## src/rtl/fft_stage_sequencer_if.sv

```systemverilog
// Control bundle between the FFT stage sequencer and its controller/address-generator side.
// The master side issues start/hold; the slave side (the sequencer) returns counter, stage and strobes.
interface fft_stage_sequencer_if #(
    parameter int NUMSTAGES = 5
);
    logic                   start;
    logic                   hold;
    logic [NUMSTAGES-3:0]   counter;
    logic [2:0]             stage_num;
    logic                   rd_en;
    logic                   wr_en;
    logic                   busy;
    logic                   done;

    modport master (
        output start, hold,
        input  counter, stage_num, rd_en, wr_en, busy, done
    );

    modport slave (
        input  start, hold,
        output counter, stage_num, rd_en, wr_en, busy, done
    );
endinterface

```

## src/rtl/fft_stage_sequencer.sv

```systemverilog
// Steps a radix-2 in-place FFT through stages 0..NUMSTAGES with idle gaps between stages,
// producing the counter/stage pair for the address generator and bank read/write strobes.
module fft_stage_sequencer #(
    parameter int NUMSTAGES  = 5,
    parameter int GAP_CYCLES = 2
) (
    input  logic                    clk,
    input  logic                    rst,
    fft_stage_sequencer_if.slave    bus
);
    localparam int CW = NUMSTAGES - 2;
    localparam logic [CW-1:0] CNT_MAX    = {CW{1'b1}};
    localparam logic [2:0]    LAST_STAGE = 3'(NUMSTAGES);
    localparam logic [3:0]    GAP_LAST   = 4'((GAP_CYCLES == 0) ? 0 : GAP_CYCLES - 1);

    typedef enum logic [1:0] {
        S_IDLE,
        S_RUN,
        S_GAP,
        S_DONE
    } state_t;

    state_t         state_q;
    logic [CW-1:0]  counter_q;
    logic [2:0]     stage_q;
    logic [3:0]     gap_q;

    always_ff @(posedge clk or posedge rst) begin
        if (rst) begin
            state_q   <= S_IDLE;
            counter_q <= '0;
            stage_q   <= '0;
            gap_q     <= '0;
        end else begin
            case (state_q)
                S_IDLE: begin
                    counter_q <= '0;
                    stage_q   <= '0;
                    gap_q     <= '0;
                    if (bus.start) begin
                        state_q <= S_RUN;
                    end
                end
                S_RUN: begin
                    if (!bus.hold) begin
                        if (counter_q == CNT_MAX) begin
                            counter_q <= '0;
                            if (stage_q == LAST_STAGE) begin
                                state_q <= S_DONE;
                            end else if (GAP_CYCLES > 0) begin
                                state_q <= S_GAP;
                                gap_q   <= '0;
                            end else begin
                                stage_q <= stage_q + 3'd1;
                            end
                        end else begin
                            counter_q <= counter_q + CW'(1);
                        end
                    end
                end
                S_GAP: begin
                    // Stage number advances only when the pipeline drain window closes.
                    if (!bus.hold) begin
                        if (gap_q == GAP_LAST) begin
                            gap_q   <= '0;
                            stage_q <= stage_q + 3'd1;
                            state_q <= S_RUN;
                        end else begin
                            gap_q <= gap_q + 4'd1;
                        end
                    end
                end
                S_DONE: begin
                    counter_q <= '0;
                    stage_q   <= '0;
                    state_q   <= S_IDLE;
                end
                default: begin
                    state_q <= S_IDLE;
                end
            endcase
        end
    end

    assign bus.counter   = counter_q;
    assign bus.stage_num = stage_q;
    assign bus.rd_en     = (state_q == S_RUN) && !bus.hold && (stage_q < LAST_STAGE);
    assign bus.wr_en     = (state_q == S_RUN) && !bus.hold && (stage_q >= 3'd1);
    assign bus.busy      = (state_q == S_RUN) || (state_q == S_GAP);
    assign bus.done      = (state_q == S_DONE);
endmodule

```

## src/flat_wrapper.sv

```systemverilog
// flat-port wrapper written by rule: the top's interface ports become plain ports
module fft_stage_sequencer_flat 
#(
    parameter int NUMSTAGES  = 5,
    parameter int GAP_CYCLES = 2
)
  (clk, rst, bus_start, bus_hold, bus_counter, bus_stage_num, bus_rd_en, bus_wr_en, bus_busy, bus_done);
  fft_stage_sequencer_if #(.NUMSTAGES(NUMSTAGES)) bus_i ();
  input  logic clk;
  input  logic rst;
  input wire logic [$bits(bus_i.start)-1:0] bus_start;
  input wire logic [$bits(bus_i.hold)-1:0] bus_hold;
  output wire logic [$bits(bus_i.counter)-1:0] bus_counter;
  output wire logic [$bits(bus_i.stage_num)-1:0] bus_stage_num;
  output wire logic [$bits(bus_i.rd_en)-1:0] bus_rd_en;
  output wire logic [$bits(bus_i.wr_en)-1:0] bus_wr_en;
  output wire logic [$bits(bus_i.busy)-1:0] bus_busy;
  output wire logic [$bits(bus_i.done)-1:0] bus_done;
  assign bus_i.start = bus_start;
  assign bus_i.hold = bus_hold;
  assign bus_counter = bus_i.counter;
  assign bus_stage_num = bus_i.stage_num;
  assign bus_rd_en = bus_i.rd_en;
  assign bus_wr_en = bus_i.wr_en;
  assign bus_busy = bus_i.busy;
  assign bus_done = bus_i.done;
  fft_stage_sequencer #(.NUMSTAGES(NUMSTAGES), .GAP_CYCLES(GAP_CYCLES)) u_core (.clk(clk), .rst(rst), .bus(bus_i));
endmodule
```

## config.mk

```make
export PLATFORM = sky130hd
export DESIGN_NAME = fft_stage_sequencer_flat
export DESIGN_NICKNAME = d
export VERILOG_FILES = /design/src/rtl/fft_stage_sequencer_if.sv /design/src/rtl/fft_stage_sequencer.sv /design/src/flat_wrapper.sv
export SDC_FILE = /design/constraint.sdc
export NUM_CORES = 1
export LEC_CHECK = 0
export ABC_AREA = 0
export ABC_CLOCK_PERIOD_IN_PS = 1900
export BUFFER_PORTS_ARGS = -buffer_cell sky130_fd_sc_hd__buf_2
export CORE_MARGIN = 2
export CORE_UTILIZATION = 40
export DETAILED_ROUTE_END_ITERATION = 8
export GPL_TIMING_DRIVEN = 0
export SLEW_MARGIN = 15
export SYNTH_ARGS = -nofsm -noshare
export SYNTH_HDL_FRONTEND = slang
export SYNTH_SLANG_ARGS = --single-unit
```

## constraint.sdc

```tcl
create_clock -name clk -period 1.9 [get_ports clk]
set_clock_uncertainty 0.1 [all_clocks]
set_input_delay 0.095 -clock clk [delete_from_list [all_inputs] [get_ports clk]]
set_output_delay 0.095 -clock clk [all_outputs]
set_load 0.02 [all_outputs]
```

---- Word level (Yosys, flattened, before mapping) ----
Index checks and enable logic that the tools add are counted.
storage, ports and cells
  flip-flop bits (word level) ............. 12
  bits in latches ......................... 0
  RAM bits ................................ 0
  memory bits (read-only) ................. 0
  output and inout bits ................... 10
  word-level logic and storage cells ...... 54
  memories ................................ 0
cells by class
  add/sub/neg operators ................... 3
  multipliers ............................. 0
  divide/modulo/power cells ............... 0
  order comparisons ....................... 2
  eq/ne operators ......................... 12
  shift operators ......................... 0
  mux-type cells .......................... 19
  bitwise logic cells ..................... 1
  reductions and logical operators ........ 13
operators by type and width
  cell                   count
  $mux W4                5
  $mux W3                4
  $pmux W3 S2            2
  $pmux W4 S3            1
  $mux W2                5
  $reduce_and A5 Y1      2
  $ne A2 B2 Y1 const B   4
  $pmux W2 S4            1
  $add A3 B1 Y3 const B  2
  $eq A3 B3 Y1 const B   2
  $add A4 B1 Y4 const B  1
  $eq A2 B2 Y1 const B   2
  $eq A4 B1 Y1 const B   1
  $ne A2 B1 Y1 const B   2
  $ge A3 B1 Y1 const B   1
  $logic_and A1 B1 Y1    3
  $lt A3 B3 Y1 const B   1
  $reduce_and A3 Y1      1
  $reduce_bool A3 Y1     1
  $eq A2 B1 Y1 const B   1
  $logic_not A2 Y1       1
  $reduce_and A2 Y1      1
  $reduce_bool A2 Y1     1
  $reduce_or A2 Y1       1
  4 further kinds        4

---- Depth between registers and ports, before layout ----
  depth after elaboration ................. 5
  gate-level depth with buffers ........... 6
  gate-level depth less buffers ........... 6

---- Worst setup path after synthesis ----
No wires, ideal clock.
  path kind ............................... reg-to-reg
  start point ............................. register u_core.counter_q[0], in the netlist u_core.bus.counter[0]
  end point ............................... register u_core.gap_q[2]
  setup time .............................. 0.065 ns
  arrival time ............................ 1.684 ns
  setup slack ............................. 0.051 ns
  cell stages (with the launch flop) ...... 7
  cells stage by stage .................... dfrtp_1 -> ha_1 -> ha_1 -> or2b_1 -> nand4b_4 -> or4b_1 -> nand2_1
between the ends
  cells in the longest elaborated chain, start to end .. 3
RTL lines
  item                                RTL line                   source
  from (decl)                         fft_stage_sequencer.sv:24  logic [CW-1:0] counter_q;
  from (signal assigned)              fft_stage_sequencer.sv:57  counter_q <= counter_q + CW'(1);
  $eq A3 B3 Y1                        fft_stage_sequencer.sv:46  if (counter_q == CNT_MAX) begin
  $ne A2 B1 Y1 (no source line)       -
  $reduce_and A5 Y1 (no source line)  -
  to (signal assigned)                fft_stage_sequencer.sv:69  gap_q <= gap_q + 4'd1;
  to (decl)                           fft_stage_sequencer.sv:26  logic [3:0] gap_q;
No other way between the ends.
A chain may end at the register's enable or synchronous reset.

---- Final worst setup path ----
  start point ............................. register u_core.state_q[0]
  end point ............................... register u_core.gap_q[2]
between the ends
  cells in the longest elaborated chain, start to end .. 3
  elaborated cells on any way between the ends .. 10
RTL lines
  item                                                         RTL line                   source
  from (decl)                                                  fft_stage_sequencer.sv:23  state_t state_q;
  from (signal assigned)                                       fft_stage_sequencer.sv:30  state_q <= S_IDLE;
  from (signal assigned)                                       fft_stage_sequencer.sv:41  state_q <= S_RUN;
  from (signal assigned)                                       fft_stage_sequencer.sv:49  state_q <= S_DONE;
  $eq A2 B1 Y1, or another cell as far along                   fft_stage_sequencer.sv:35  case (state_q)
  $ne A2 B2 Y1 (no source line), or another cell as far along  -
  $reduce_and A5 Y1 (no source line)                           -
Several ways; a longest one is shown, not always the timed one.

==> impl_metrics.xml <==
<?xml version="1.0" encoding="UTF-8"?>
<metrics>
  <group name="sta">
    <metric name="grt_setup_unrepaired" unit="">yes</metric>
    <metric name="timing_worst_slew_pin_value" unit="ns">0.501</metric>
    <metric name="slew_headroom" unit="">0.666</metric>
    <metric name="worst_hold_slack" unit="ns">0.0991</metric>
    <metric name="setup_viol" unit="">0</metric>
    <metric name="post-route-period-util" unit="">0.983</metric>
    <metric name="drv_slew" unit="">0</metric>
    <metric name="hold_viol_final" unit="">0</metric>
    <metric name="achievable-frequency" unit="MHz">536</metric>
    <metric name="timing.final.crit_period" unit="ns">1.87</metric>
  </group>
  <group name="synth">
    <metric name="synth_xor_area_frac" unit="">0</metric>
    <metric name="synth_compound_area_frac" unit="">0.172</metric>
    <metric name="synth_mux_area_frac" unit="">0.0371</metric>
    <metric name="synth_async_sr_flop_share" unit="">1.00</metric>
    <metric name="synthSimpleGateAreaFrac" unit="">0.205</metric>
    <metric name="synthFlopType" unit="">sky130_fd_sc_hd__dfrtp_1</metric>
    <metric name="ys_top_cells_by_area" unit="">sky130_fd_sc_hd__dfrtp_1 36%, sky130_fd_sc_hd__ha_1 19%, sky130_fd_sc_hd__o21ai_0 4.8%</metric>
    <metric name="synth_seq_cells" unit="">12</metric>
    <metric name="yosys_warnings" unit="">0</metric>
    <metric name="synth_top_family_by_area" unit="">simple AND/OR/NAND/NOR gates</metric>
    <metric name="ys_types" unit="">32</metric>
    <metric name="syn_avg_cell_area" unit="µm²">10.7</metric>
    <metric name="seq_area_frac_synth" unit="">0.357</metric>
    <metric name="synth_nets" unit="">96</metric>
    <metric name="netlist_instances" unit="">79</metric>
    <metric name="synth_enable_flop_cells" unit="">0</metric>
    <metric name="synthAdderAreaFrac" unit="">0.193</metric>
    <metric name="synthesis.area" unit="µm²">842</metric>
    <metric name="synth_top_cell_by_area" unit="">sky130_fd_sc_hd__dfrtp_1</metric>
    <metric name="synth_largest_type_area_fraction" unit="">0.357</metric>
  </group>
  <group name="run">
    <metric name="timing.max_cap.violations" unit="">0</metric>
  </group>
  <group name="floorplan">
    <metric name="die_height" unit="µm">49.9</metric>
    <metric name="io_pins" unit="">14</metric>
    <metric name="fp-row-count" unit="">16</metric>
    <metric name="design.die.area" unit="µm²">2490</metric>
    <metric name="die_w" unit="µm">49.9</metric>
    <metric name="design.core.area" unit="µm²">1980</metric>
    <metric name="starting_density_of_the_core" unit="">0.425</metric>
  </group>
  <group name="clock_tree">
    <metric name="tritoncts" unit="">built</metric>
    <metric name="clock_root_buffer_master" unit="">sky130_fd_sc_hd__clkbuf_4</metric>
    <metric name="tritoncts_num_sinks" unit="">12</metric>
    <metric name="cts_inserted_buffers" unit="">3</metric>
    <metric name="cts.htree.levels" unit="">1</metric>
    <metric name="clock_latency" unit="ns">0.28</metric>
    <metric name="cts_buffer_depth" unit="">2</metric>
    <metric name="clk_pin_slew" unit="ns">0.08</metric>
  </group>
  <group name="placed_design">
    <metric name="dpl_cell_area" unit="µm²">941</metric>
    <metric name="io_buffer_count" unit="">13</metric>
    <metric name="routabilityCongestion" unit="">0.734</metric>
    <metric name="place.detailed.hpwl" unit="µm">1230</metric>
  </group>
  <group name="setup_path">
    <metric name="worstReg2RegEnd" unit="">u_core.gap_q[2]</metric>
    <metric name="worst-endpoint-required" unit="ns">2.02</metric>
    <metric name="end_kind" unit="">register</metric>
    <metric name="setup.worst_path.class" unit="">reg2reg</metric>
    <metric name="crit_fanout" unit="">7</metric>
    <metric name="worstSetupStartpointType" unit="">register</metric>
    <metric name="reg2reg_slack" unit="ns">0.03</metric>
    <metric name="r2r_cells" unit="">6</metric>
    <metric name="crit_arrival" unit="ns">1.99</metric>
    <metric name="crit-reg2reg-launch" unit="">u_core.state_q[0]</metric>
  </group>
  <group name="grt">
    <metric name="gr-total-overflow" unit="">0</metric>
    <metric name="largest_net_degree_at_the_start_of_global_routing" unit="">13</metric>
    <metric name="grt.total_usage" unit="">0.156</metric>
    <metric name="antenna_violations_before_repair" unit="">0</metric>
    <metric name="grt_pass1_wl" unit="µm">2930</metric>
    <metric name="grt_pass1_vias" unit="">639</metric>
  </group>
  <group name="final_layout">
    <metric name="most_common_library_cell_in_the_layout_ignoring_fill_and_taps" unit="">sky130_fd_sc_hd__buf_2</metric>
    <metric name="fill_cells" unit="">179</metric>
    <metric name="layout-area-overhead-vs-synth" unit="%">28.8</metric>
    <metric name="fraction_of_final_layout_cells_sized_beyond_drive_strength_1" unit="">0.380</metric>
    <metric name="diodes" unit="">0</metric>
    <metric name="fin_area" unit="µm²">1080</metric>
    <metric name="most-common-layout-cells" unit="">13 x sky130_fd_sc_hd__buf_2, 12 x sky130_fd_sc_hd__buf_4, 11 x sky130_fd_sc_hd__dfrtp_1</metric>
    <metric name="nNetsFinal" unit="">127</metric>
  </group>
  <group name="power">
    <metric name="power.density" unit="nW/µm²">1650</metric>
    <metric name="leakage" unit="nW">0.557</metric>
    <metric name="total_power" unit="mW">1.79</metric>
    <metric name="peakVddDrop" unit="mV">0.769</metric>
  </group>
  <group name="routing">
    <metric name="drcViolationCount" unit="">0</metric>
    <metric name="dr_total_vias" unit="">700</metric>
    <metric name="ant_nets" unit="">0</metric>
    <metric name="routed_wl" unit="µm">1750</metric>
    <metric name="route.detailed.vias_per_inst" unit="">5.19</metric>
    <metric name="drtIter0Drc" unit="">7</metric>
    <metric name="detailedRoute.firstPassIterationCount" unit="">3</metric>
    <metric name="wl_per_instance" unit="µm">12.9</metric>
  </group>
  <group name="worst_hold_path">
    <metric name="timing.hold.worst.class" unit="">in2reg</metric>
    <metric name="timing.hold.worst.start" unit="">bus_hold</metric>
    <metric name="timing.hold.worst_path_depth" unit="">3</metric>
    <metric name="holdPathEnd" unit="">u_core.bus.counter[0]</metric>
  </group>
  <group name="run_status">
    <metric name="run_status" unit="">complete, no violations</metric>
  </group>
</metrics>
==> where the power goes <==
group	switching (mW)	leakage, nW	internal, mW
Clock	0.0874	0.0138	0.0735
Combinational	0.629	0.384	0.583
Sequential	0.0877	0.159	0.333
==> synth_stat cells, drive strengths merged, types with 2 or more instances <==
library cell   n
nand4b         2
o21ai          9
ha            13
nand3          3
nor4           2
inv            8
nand2          8
mux2i          2
dfrtp         12
==> registers in the layout, indices dropped and copies added (netlist names) <==
signal,cells
u_core.bus.counter,3
u_core.bus.stage_num,3
u_core.gap_q,4
u_core.state_q,2
==> per-layer routing <==
metal,routed length [µm],global-route usage
met5,0,0
met3,45,0.0303
met2,906,0.256
met4,12,0.0694
met1,784,0.196
==> critical path: stages, from the launching register on <==
cell	delay [ns]
sky130_fd_sc_hd__dfrtp_2	0.44
sky130_fd_sc_hd__buf_4	0.15
sky130_fd_sc_hd__buf_4	0.12
sky130_fd_sc_hd__ha_1	0.19
sky130_fd_sc_hd__nand4b_4	0.21
sky130_fd_sc_hd__or4b_1	0.52
sky130_fd_sc_hd__nand2_1	0.07
==> stage by stage <==
stage               cells  setup slack [ns]  utilization  setup TNS [ns]
floorplan              79            0.0514            -               0
global placement      119           -0.0607        0.475         -0.0607
detailed placement    119           -0.0996        0.475         -0.0996
CTS                   126            0.0133        0.511               0
global route          135           -0.0169        0.547         -0.0395
finish                135            0.0331        0.547               0
==> cell families (layout without fill, tap and decap cells) <==
group,Yosys count,count (layout)
buf+inv,8,37
simple gates,26,26
fa+ha+maj,13,13
mux,3,3
compound gates,17,17
flops,12,12
==> cell type report <==
type / count / area, µm² / share of cell area
clock buffer: 3 / 22.5 / 0.0208
inverter: 8 / 30.0 / 0.0277
multi-input combinational: 59 / 532 / 0.490
sequential: 12 / 302 / 0.278
tap: 27 / 33.8 / 0.0311
timing repair buffer: 26 / 165 / 0.152
==> worst max path at each step <==
stage,start,end,cells past startpoint
2_1_floorplan,u_core.bus.counter[0],u_core.gap_q[2],6
3_3_place_gp,u_core.state_q[1],u_core.gap_q[2],6
4_1_cts,u_core.state_q[0],u_core.gap_q[2],6
6_report,u_core.state_q[0],u_core.gap_q[2],6
3_5_place_dp,u_core.state_q[0],u_core.gap_q[2],6
5_1_grt,u_core.state_q[0],u_core.gap_q[2],6
==> repair_timing <==
item,in CTS,in global routing
resized for setup,6,2
hold buffers,1,0
buffers inserted,3,9
endpoints found under the setup margin,1,4
endpoints found under the hold margin,12,0
pin swaps,0,3
Power figures use the tool's default switching activity.
